===== config.mk =====
export PLATFORM = sky130hd
export DESIGN_NAME = vga_timing_gen
export DESIGN_NICKNAME = d
export VERILOG_FILES = /design/src/rtl/vga_timing_gen.sv
export SDC_FILE = /design/constraint.sdc
export NUM_CORES = 1
export LEC_CHECK = 0
export CORE_MARGIN = 2
export CORE_UTILIZATION = 32
export CTS_CLUSTER_DIAMETER = 50
export CTS_CLUSTER_SIZE = 14
export DETAILED_ROUTE_END_ITERATION = 6
export PLACE_DENSITY = 0.63
export SETUP_SLACK_MARGIN = 0.2
export SYNTH_ARGS = -nofsm -noshare
export SYNTH_HDL_FRONTEND = slang
export SYNTH_SLANG_ARGS = --single-unit

===== constraint.sdc =====
create_clock -name i_clk -period 8.6 [get_ports i_clk]
set_clock_uncertainty 0.15 [all_clocks]
set_input_delay 2.58 -clock i_clk [delete_from_list [all_inputs] [get_ports i_clk]]
set_output_delay 2.58 -clock i_clk [all_outputs]
set_load 0.01 [all_outputs]

===== src/rtl/vga_timing_gen.sv =====
// ---------------------------------------------------------------------------
// vga_timing_gen
//
// Purpose:
//   Free-running VGA raster timing source. Divides the system clock down to
//   the pixel rate, walks a horizontal/vertical pixel position through the
//   whole frame (visible area plus porches and sync), and produces the sync,
//   blanking and line/frame start markers that overlay and colour-mux logic
//   key off.
//
// Ports:
//   i_clk          system clock
//   i_rst_n        asynchronous active-low reset
//   o_pix_en       one-clock strobe per pixel period
//   o_H_Cont       horizontal position, 0..H_TOTAL-1 (0..H_ACT-1 visible)
//   o_V_Cont       vertical position,   0..V_TOTAL-1 (0..V_ACT-1 visible)
//   o_hsync        horizontal sync, active level SYNC_POL
//   o_vsync        vertical sync, active level SYNC_POL
//   o_active       1 while (H,V) lies inside the visible area
//   o_blank_n      DAC blank, identical to o_active
//   o_line_start   one-clock pulse when o_H_Cont becomes 0
//   o_frame_start  one-clock pulse when (o_H_Cont,o_V_Cont) becomes (0,0)
// ---------------------------------------------------------------------------
module vga_timing_gen #(
    parameter int CLK_DIV  = 2,
    parameter int H_ACT    = 640,
    parameter int H_FRONT  = 16,
    parameter int H_SYNC   = 96,
    parameter int H_BACK   = 48,
    parameter int V_ACT    = 480,
    parameter int V_FRONT  = 10,
    parameter int V_SYNC   = 2,
    parameter int V_BACK   = 33,
    parameter bit SYNC_POL = 1'b0
) (
    input  logic        i_clk,
    input  logic        i_rst_n,
    output logic        o_pix_en,
    output logic [12:0] o_H_Cont,
    output logic [12:0] o_V_Cont,
    output logic        o_hsync,
    output logic        o_vsync,
    output logic        o_active,
    output logic        o_blank_n,
    output logic        o_line_start,
    output logic        o_frame_start
);

    // A one-clock divider still needs a one-bit register so the width never
    // collapses to zero.
    localparam int DIV_W = (CLK_DIV > 1) ? $clog2(CLK_DIV) : 1;
    localparam logic [DIV_W-1:0] DIV_LAST = DIV_W'(CLK_DIV - 1);

    localparam logic [12:0] H_LAST       = 13'(H_ACT + H_FRONT + H_SYNC + H_BACK - 1);
    localparam logic [12:0] V_LAST       = 13'(V_ACT + V_FRONT + V_SYNC + V_BACK - 1);
    localparam logic [12:0] H_ACT_W      = 13'(H_ACT);
    localparam logic [12:0] V_ACT_W      = 13'(V_ACT);
    localparam logic [12:0] H_SYNC_START = 13'(H_ACT + H_FRONT);
    localparam logic [12:0] H_SYNC_END   = 13'(H_ACT + H_FRONT + H_SYNC);
    localparam logic [12:0] V_SYNC_START = 13'(V_ACT + V_FRONT);
    localparam logic [12:0] V_SYNC_END   = 13'(V_ACT + V_FRONT + V_SYNC);

    logic [DIV_W-1:0] div_q, div_d;
    logic             pix_tick;
    logic [12:0]      h_q, h_d;
    logic [12:0]      v_q, v_d;
    logic             pix_en_q;
    logic             hsync_q, hsync_d;
    logic             vsync_q, vsync_d;
    logic             active_q, active_d;
    logic             line_start_q, line_start_d;
    logic             frame_start_q, frame_start_d;

    // Next-state logic. Every registered output is derived from the
    // next-state counters so that sync, blanking and the start pulses land
    // in the same clock as the counter value they describe.
    always_comb begin
        pix_tick = (div_q == DIV_LAST);
        div_d    = pix_tick ? '0 : div_q + 1'b1;

        h_d = h_q;
        v_d = v_q;
        if (pix_tick) begin
            if (h_q == H_LAST) begin
                h_d = '0;
                // Vertical advances only on the horizontal wrap, so vsync
                // always changes on whole-line boundaries.
                v_d = (v_q == V_LAST) ? '0 : v_q + 13'd1;
            end else begin
                h_d = h_q + 13'd1;
            end
        end

        hsync_d       = ((h_d >= H_SYNC_START) && (h_d < H_SYNC_END)) ? SYNC_POL : ~SYNC_POL;
        vsync_d       = ((v_d >= V_SYNC_START) && (v_d < V_SYNC_END)) ? SYNC_POL : ~SYNC_POL;
        active_d      = (h_d < H_ACT_W) && (v_d < V_ACT_W);
        line_start_d  = pix_tick && (h_d == 13'd0);
        frame_start_d = line_start_d && (v_d == 13'd0);
    end

    // State and output registers. Reset parks the position on the last pixel
    // of the frame so the first pixel strobe after release wraps cleanly to
    // (0,0) and raises both start pulses.
    always_ff @(posedge i_clk or negedge i_rst_n) begin
        if (!i_rst_n) begin
            div_q         <= '0;
            h_q           <= H_LAST;
            v_q           <= V_LAST;
            pix_en_q      <= 1'b0;
            hsync_q       <= ~SYNC_POL;
            vsync_q       <= ~SYNC_POL;
            active_q      <= 1'b0;
            line_start_q  <= 1'b0;
            frame_start_q <= 1'b0;
        end else begin
            div_q         <= div_d;
            h_q           <= h_d;
            v_q           <= v_d;
            pix_en_q      <= pix_tick;
            hsync_q       <= hsync_d;
            vsync_q       <= vsync_d;
            active_q      <= active_d;
            line_start_q  <= line_start_d;
            frame_start_q <= frame_start_d;
        end
    end

    assign o_pix_en      = pix_en_q;
    assign o_H_Cont      = h_q;
    assign o_V_Cont      = v_q;
    assign o_hsync       = hsync_q;
    assign o_vsync       = vsync_q;
    assign o_active      = active_q;
    assign o_blank_n     = active_q;
    assign o_line_start  = line_start_q;
    assign o_frame_start = frame_start_q;

endmodule


======== Yosys cells after proc, flatten, opt, wreduce, memory -nomap -nowiden ========
Cells that the tools add are included.
cells by class
  add/subtract/negate cells ............... 3
  multipliers ............................. 0
  div/mod/pow operators ................... 0
  $lt $le $gt $ge ......................... 6
  eq/ne operators ......................... 2
  shifts and indexed selects .............. 0
  muxes and demuxes ....................... 8
  bitwise gates (word level) .............. 0
  reduce and logical (&&, ||, !) cells .... 7
operators with widths
  cell                   count
  $mux 13                5
  $add 13x1->13 const B  2
  $eq 13x10->1 const B   2
  $logic_not 13->1       2
  $lt 13x10->1 const B   2
  $lt 13x9->1 const B    2
  $ge 13x10->1 const B   1
  $ge 13x9->1 const B    1
  $logic_and 1x1->1      5
  $mux 1                 3
  $add 1x1->1 const B    1
storage, ports and cells
  flip-flop bits (word level) ............. 33
  latch bits .............................. 0
  RAM bits ................................ 0
  ROM bits ................................ 0
  word-level logic and storage cells ...... 35
  memories ................................ 0

======== Logic depth before layout (Yosys ltp) ========
Gate-level depths: netlist of run 1.
  word-level depth ........................ 7
  mapped depth ............................ 9
  gate-level depth less buffers ........... 8

======== Least setup slack after synthesis of run 1 ========
OpenSTA, ideal clock, no wires.
  path kind ............................... flip-flop to output port
  from .................................... reg h_q[0] (netlist: o_H_Cont[0])
  to ...................................... out o_H_Cont[0]
  arrival ................................. 588 ps
  slack ................................... 5282 ps
  stages on the path, launching flop included .. 1
  buffers on the path ..................... 0
  cell sequence ........................... dfstp_2
RTL lines
  what                    line  text
  start, declared         65    logic [12:0] h_q, h_d;
  start signal, assigned  107   h_q <= H_LAST;
  start signal, assigned  117   h_q <= h_d;
  end, declared           39    output logic [12:0] o_H_Cont,
No word-level cell between the ends.

======== Final worst setup path of run 1 ========
  from .................................... reg h_q[4] (netlist: o_H_Cont[4])
  to ...................................... out o_H_Cont[4]
No word-level cell between the ends.

==> impl_metrics.env, run 1 <==
export IMPL_status="complete, no violations"
export IMPL_yosysTopAreaCell="dfrtp_1"
export IMPL_cp_buffers_inverters=1
export IMPL_port_buffers=34
export IMPL_die_width_um=81.1
export IMPL_drv_slew=0
export IMPL_syn2layout_area_growth_pct=27.2
export IMPL_critPathLaunchType="flip-flop"
export IMPL_grt_usage_pct=14.7
export IMPL_firstDrtPassIters=4
export IMPL_critical_path_max_stage_delay_ns=0.61
export IMPL_fin_util_pct=41.6
export IMPL_cts_tree="yes"
export IMPL_cts_path_max_buffers=2
export IMPL_netlist_area_leader_share_pct=27.6
export IMPL_yosysWarnings=0
export IMPL_async_reset_ff_share_pct=100
export IMPL_root_buffer="clkbuf_8"
export IMPL_path_delay_family="flip-flops"
export IMPL_syn_cell_area_mm2=0.00190
export IMPL_layout_worst_path_cycle_share_pct=48.8
export IMPL_relSlewSlack_pct=39.9
export IMPL_ys_ff_latch=33
export IMPL_ys_types=55
export IMPL_critical_path_class="flip-flop to output port"
export IMPL_crit_path_end_kind="output port"
export IMPL_core_area_mm2=0.00582
export IMPL_totalWireLength_um=4450
export IMPL_place_congestion=0.900
export IMPL_powerDensity_mw_per_mm2=129
export IMPL_die_area_mm2=0.00657
export IMPL_rsz0062_at_grt="no"
export IMPL_grt_overflow=0
export IMPL_ant_nets=0
export IMPL_post_cts_buffers=0
export IMPL_synth_cells=193
export IMPL_syn_avg_cell_area_um2=9.85
export IMPL_cp_required_ns=5.87
export IMPL_setup_violations=0
export IMPL_initial_core_util_pct=32.7
export IMPL_drive_above_1_share_pct=14.8
export IMPL_hold_buffers=0
export IMPL_cts_buffers=5
export IMPL_cp_cell_sequence="clkdlybuf4s50_1"
export IMPL_cp_slowest_cell="dfstp_2"
export IMPL_finalSetupTns_ns=0
export IMPL_die_y_um=81.1
export IMPL_synth_ff_type="dfrtp_1"
export IMPL_holdPathStages=1
export IMPL_cts_clk_slew_worst_paths_ns=0.07
export IMPL_boundaryPins=35
export IMPL_remaining_drc_errors=0
export IMPL_clock_latency_ns=0.28
export IMPL_reg2reg_depth=7
export IMPL_tightest_slew_ns=0.894
export IMPL_grt_antenna_before_repair=0
export IMPL_grt_pass1_wl_um=7360
export IMPL_max_freq_mhz=239
export IMPL_arrival_ns=1.46
export IMPL_synth_area_top_cells="dfrtp_1, dfstp_2, xor2_1"
export IMPL_nets=233
export IMPL_synth_edf_count=0
export IMPL_hpwlAfterDp_um=3280
export IMPL_seq_area_frac_synth_pct=44.2
export IMPL_hp_class="flip-flop to flip-flop"
export IMPL_wl_per_cell_um=14.6
export IMPL_fin_crit_ns=4.19
export IMPL_power_leakage_nw=0.985
export IMPL_via_per_inst=5.21
export IMPL_row_count=28
export IMPL_synth_nets=198
export IMPL_crit_fanout=8
export IMPL_grt_start_max_net_pins=34
export IMPL_drv_cap=0
export IMPL_diodes=0
export IMPL_grt_pass1_vias=1519
export IMPL_irDropWorstVdd_uv=88.6
export IMPL_cts_resized=0
export IMPL_cp_num_cells=1
export IMPL_cts_sinks=33
export IMPL_htree_levels=2
export IMPL_vias=1583
export IMPL_drt_iter0_markers=99
export IMPL_finalHoldViolCount=0
report_power, final:
part / switching (W) / total, W / internal, W
Sequential: 0 / 0.000155 / 0.000155
Combinational: 0.00000292 / 0.00000362 / 0.000000693
Clock: 0.0000573 / 0.000152 / 0.0000945
registers in the layout, summed over array words and instances (netlist names):
signal and cells:
o_hsync 1, o_vsync 1, o_frame_start 1, div_q 1, o_H_Cont 13, o_V_Cont 13
o_active 1, o_line_start 1, o_pix_en 1
path summary, 6_finish.rpt:
| check | start | endpoint | slack, ns |
|---|---|---|---|
| max | o_H_Cont[4] | o_H_Cont[4] | 4.41 |
| min | o_V_Cont[12] | o_V_Cont[12] | 0.39 |
| max reg2reg | o_H_Cont[0] | o_active | 5.46 |
| min reg2reg | o_V_Cont[12] | o_V_Cont[12] | 0.39 |
| max in group asynchronous | i_rst_n | o_H_Cont[2] | 5.42 |
| min in group asynchronous | i_rst_n | o_V_Cont[11] | 2.54 |
metrics by stage:
stage / power [W] / instance area, µm² / setup slack [ns] / cells / hold WS (ns)
2_1_floorplan: 0.000158 / 1900 / 5.28 / 193 / 0.199
3_3_place_gp: 0.000162 / 2300 / 4.73 / 296 / 0.376
3_5_place_dp: 0.000162 / 2300 / 4.73 / 296 / 0.377
4_1_cts: 0.000317 / 2420 / 4.40 / 304 / 0.391
5_1_grt: 0.000322 / 2420 / 4.35 / 304 / 0.401
6_report: 0.000311 / 2420 / 4.41 / 304 / 0.386
metal layers:
metal	GRT usage [%]	share of wire, %	vias to the layer above	routed length (µm)
li1	-	-	778	-
met1	18.9	47	758	2070
met2	23.3	47	41	2090
met3	3.78	4.8	6	213
met4	6.10	1.6	0	70
met5	0	0	-	0
cells in the final DEF (no fill, tap or decap), types with 2 or more instances in the layout:
cell type,synthesis,layout
inv_1,10,10
nand2_1,15,15
ha_1,3,3
nand4b_1,3,3
o31ai_1,2,2
and4_1,3,3
nor4_1,8,8
nand3_1,10,10
dfstp_2,12,12
o21ai_0,6,6
and2_1,3,3
dfrtp_1,21,21
nand4_1,6,6
xnor2_1,10,10
a31oi_1,2,2
or2_2,2,2
xor2_1,11,11
a21oi_1,2,2
clkdlybuf4s50_1,0,34
nor3_1,10,10
o211ai_1,3,3
nor2_1,13,13
or3_1,2,2
clkbuf_8,0,6
Yosys cell counts, types with 2 or more instances:
cell type	instances
xnor2_1	10
clkbuf_1	2
nor2_1	13
dfstp_2	12
nor4_1	8
o31ai_1	2
and4_1	3
a31oi_1	2
ha_1	3
buf_2	3
a21oi_1	2
or3_1	2
nand4b_1	3
nand3_1	10
inv_1	10
nand2_1	15
o211ai_1	3
o21ai_0	6
dfrtp_1	21
xor2_1	11
nor3_1	10
nand4_1	6
or2_2	2
and2_1	3
cell families (layout without fill, tap and decap cells):
group                      after synthesis  after routing  share of synthesized area [%]
xor gates and xnor gates                21             21                           9.68
muxes                                    2              2                           1.12
AOI/OAI and AO/OA                       27             27                           10.6
and+or+nand+nor                         90             90                           28.2
DFF                                     33             33                           44.2
buffers and inverters                   17             53                           4.15
adders and majority gates                3              3                           1.98
final cells by class:
type                    instances  area (µm²)
clock buffers                   7        86.3
clock inverters                 1        30.0
fillers                       602        3400
inverters                      10        37.5
multi-input cells             143         981
flip-flops and latches         33         841
well taps                      75        93.8
repair buffers                 35         348
Note: power is estimated with default switching activity, not from simulation.
==> run 2: changes to the inputs <==
- PLACE_DENSITY: 0.63 -> 0.65
- clock period: 8.6 -> 3.5 ns (I/O delays scaled with it)
==> run 2 against run 1 <==
Effect of this change: combinational power rose by 150%; die area did not move; critical path depth rose by 6; cell area fell by 0.31%; clock-buffer cell count rose by 1; power rose by 120%; sequential share of layout area rose by 0.11 points; clock power rose by 98%; hold slack improved by 0.0080 ns; global-route usage barely moved; largest power group unchanged; highest routed layer unchanged.
==> impl_metrics.env, run 2 (synthesis results as in run 1) <==
export IMPL_status="complete, no violations"
export IMPL_cp_buffers_inverters=0
export IMPL_initial_core_util_pct=32.7
export IMPL_path_delay_family="simple AND/OR/NAND/NOR gates"
export IMPL_vias=1619
export IMPL_critical_path_class="flip-flop to flip-flop"
export IMPL_tightest_slew_ns=0.866
export IMPL_wl_per_cell_um=14.6
export IMPL_r2r_start="o_H_Cont[0]"
export IMPL_firstDrtPassIters=4
export IMPL_row_count=28
export IMPL_die_width_um=81.1
export IMPL_cp_slowest_cell="dfstp_2"
export IMPL_root_buffer="clkbuf_8"
export IMPL_layout_worst_path_cycle_share_pct=86.2
export IMPL_cts_tree="yes"
export IMPL_via_per_inst=5.31
export IMPL_cp_required_ns=3.51
export IMPL_reg2reg_depth=7
export IMPL_irDropWorstVdd_uv=192
export IMPL_pwr_share_seq_pct=55.2
export IMPL_placed_area_mm2=0.00231
export IMPL_remaining_drc_errors=0
export IMPL_boundaryPins=35
export IMPL_diodes=0
export IMPL_fin_crit_ns=3.02
export IMPL_drive_above_1_share_pct=15.7
export IMPL_fin_area_mm2=0.00241
export IMPL_cts_clk_slew_worst_paths_ns=0.07
export IMPL_htree_levels=2
export IMPL_hold_buffers=0
export IMPL_crit_path_end_kind="flip-flop"
export IMPL_grt_start_max_net_pins=34
export IMPL_syn2layout_area_growth_pct=26.8
export IMPL_cp_cell_sequence="ha_1, and4_1, nand3_1, nor4_1, xnor2_1, and4b_1, a2111oi_2"
export IMPL_critPathLaunch="o_H_Cont[0]"
export IMPL_r2r_end="o_active"
export IMPL_totalWireLength_um=4460
export IMPL_critPathLaunchType="flip-flop"
export IMPL_rsz0062_at_grt="no"
export IMPL_power_leakage_nw=0.978
export IMPL_cts_path_max_buffers=2
export IMPL_post_cts_buffers=0
export IMPL_finalHoldViolCount=0
export IMPL_power_switching_w=0.000148
export IMPL_p_int_w=0.000544
export IMPL_grt_pass1_vias=1535
export IMPL_drt_iter0_markers=115
export IMPL_cp_num_cells=7
export IMPL_port_buffers=34
export IMPL_grt_overflow=0
export IMPL_arrival_ns=3.03
export IMPL_layout_common_cells="clkdlybuf4s50_1, dfrtp_1, nand2_1"
export IMPL_die_y_um=81.1
export IMPL_power_share_clock_pct=43.5
export IMPL_grt_pass1_wl_um=7390
export IMPL_finalSetupTns_ns=0
export IMPL_crit_end="o_active"
export IMPL_core_area_mm2=0.00582
export IMPL_reg2reg_setup_slack_ns=0.48
export IMPL_cts_sinks=33
export IMPL_powerDensity_mw_per_mm2=287
export IMPL_hpwlAfterDp_um=3260
export IMPL_crit_fanout=10
export IMPL_relSlewSlack_pct=41.7
export IMPL_cts_buffers=5
export IMPL_swShare_pct=21.4
export IMPL_drv_cap=0
export IMPL_layout_commonest_cell="clkdlybuf4s50_1"
export IMPL_grt_antenna_before_repair=0
export IMPL_hp_class="flip-flop to flip-flop"
export IMPL_die_area_mm2=0.00657
export IMPL_grt_usage_pct=14.6
export IMPL_critical_path_max_stage_delay_ns=0.60
export IMPL_setup_violations=0
export IMPL_total_power_w=0.000692
export IMPL_max_freq_mhz=332
export IMPL_clock_latency_ns=0.28
export IMPL_nets=234
export IMPL_ant_nets=0
export IMPL_p_comb_share_pct=1.3
export IMPL_place_congestion=0.836
export IMPL_drv_slew=0
export IMPL_fin_util_pct=41.4
[run 2: final cells by class]
| class | count | area [µm²] |
|---|---|---|
| flip-flops and latches | 33 | 841 |
| clock buffers | 8 | 90.1 |
| repair buffers | 36 | 355 |
| fillers | 594 | 3410 |
| inverters | 10 | 37.5 |
| well taps | 75 | 93.8 |
| multi-input cells | 143 | 992 |
[run 2: routing by layer]
layer | up-vias | global-route usage, % | share of wire [%]
li1 | 781 | - | -
met1 | 783 | 20.4 | 48
met2 | 46 | 22.6 | 46
met3 | 9 | 2.11 | 3.8
met4 | 0 | 6.27 | 1.8
met5 | - | 0 | 0
[run 2: worst min-delay path by stage]
stage                  from      endpoint  slack (ns)  cells past startpoint
2_1_floorplan         div_q      o_pix_en        0.20                      0
3_5_place_dp    o_H_Cont[2]   o_H_Cont[2]        0.38                      1
6_report        o_H_Cont[2]   o_H_Cont[2]        0.39                      1
5_1_grt         o_H_Cont[2]   o_H_Cont[2]        0.41                      1
4_1_cts        o_H_Cont[10]  o_H_Cont[10]        0.39                      1
3_3_place_gp    o_H_Cont[2]   o_H_Cont[2]        0.38                      1
[run 2: through the flow]
step / setup WS, ns / hold WS (ns) / instances
finish: 0.484 / 0.394 / 305
global route: 0.268 / 0.407 / 305
CTS: 0.475 / 0.392 / 305
detailed placement: 0.501 / 0.383 / 297
global placement: 0.589 / 0.380 / 297
floorplan: 0.695 / 0.199 / 193
[run 2: power by group through the flow]
stage / registers, W / clock network [W] / logic [W]
2_1_floorplan: 0.000389 / 0 / 0.000000000416
3_3_place_gp: 0.000389 / 0 / 0.00000973
3_5_place_dp: 0.000389 / 0 / 0.00000973
4_1_cts: 0.000382 / 0.000307 / 0.00000973
5_1_grt: 0.000382 / 0.000325 / 0.0000112
6_report: 0.000382 / 0.000301 / 0.00000899
[run 2: what timing repair did]
action	in CTS	in global routing
setup endpoints to repair	0	1
gates resized for setup	0	2
endpoints found under the hold margin	0	0
[run 2: worst register-to-register path, stage by stage (launching register included)]
cell	delay, ns
dfstp_2	0.60
ha_1	0.23
and4_1	0.30
nand3_1	0.35
nor4_1	0.44
xnor2_1	0.21
and4b_1	0.27
a2111oi_2	0.35
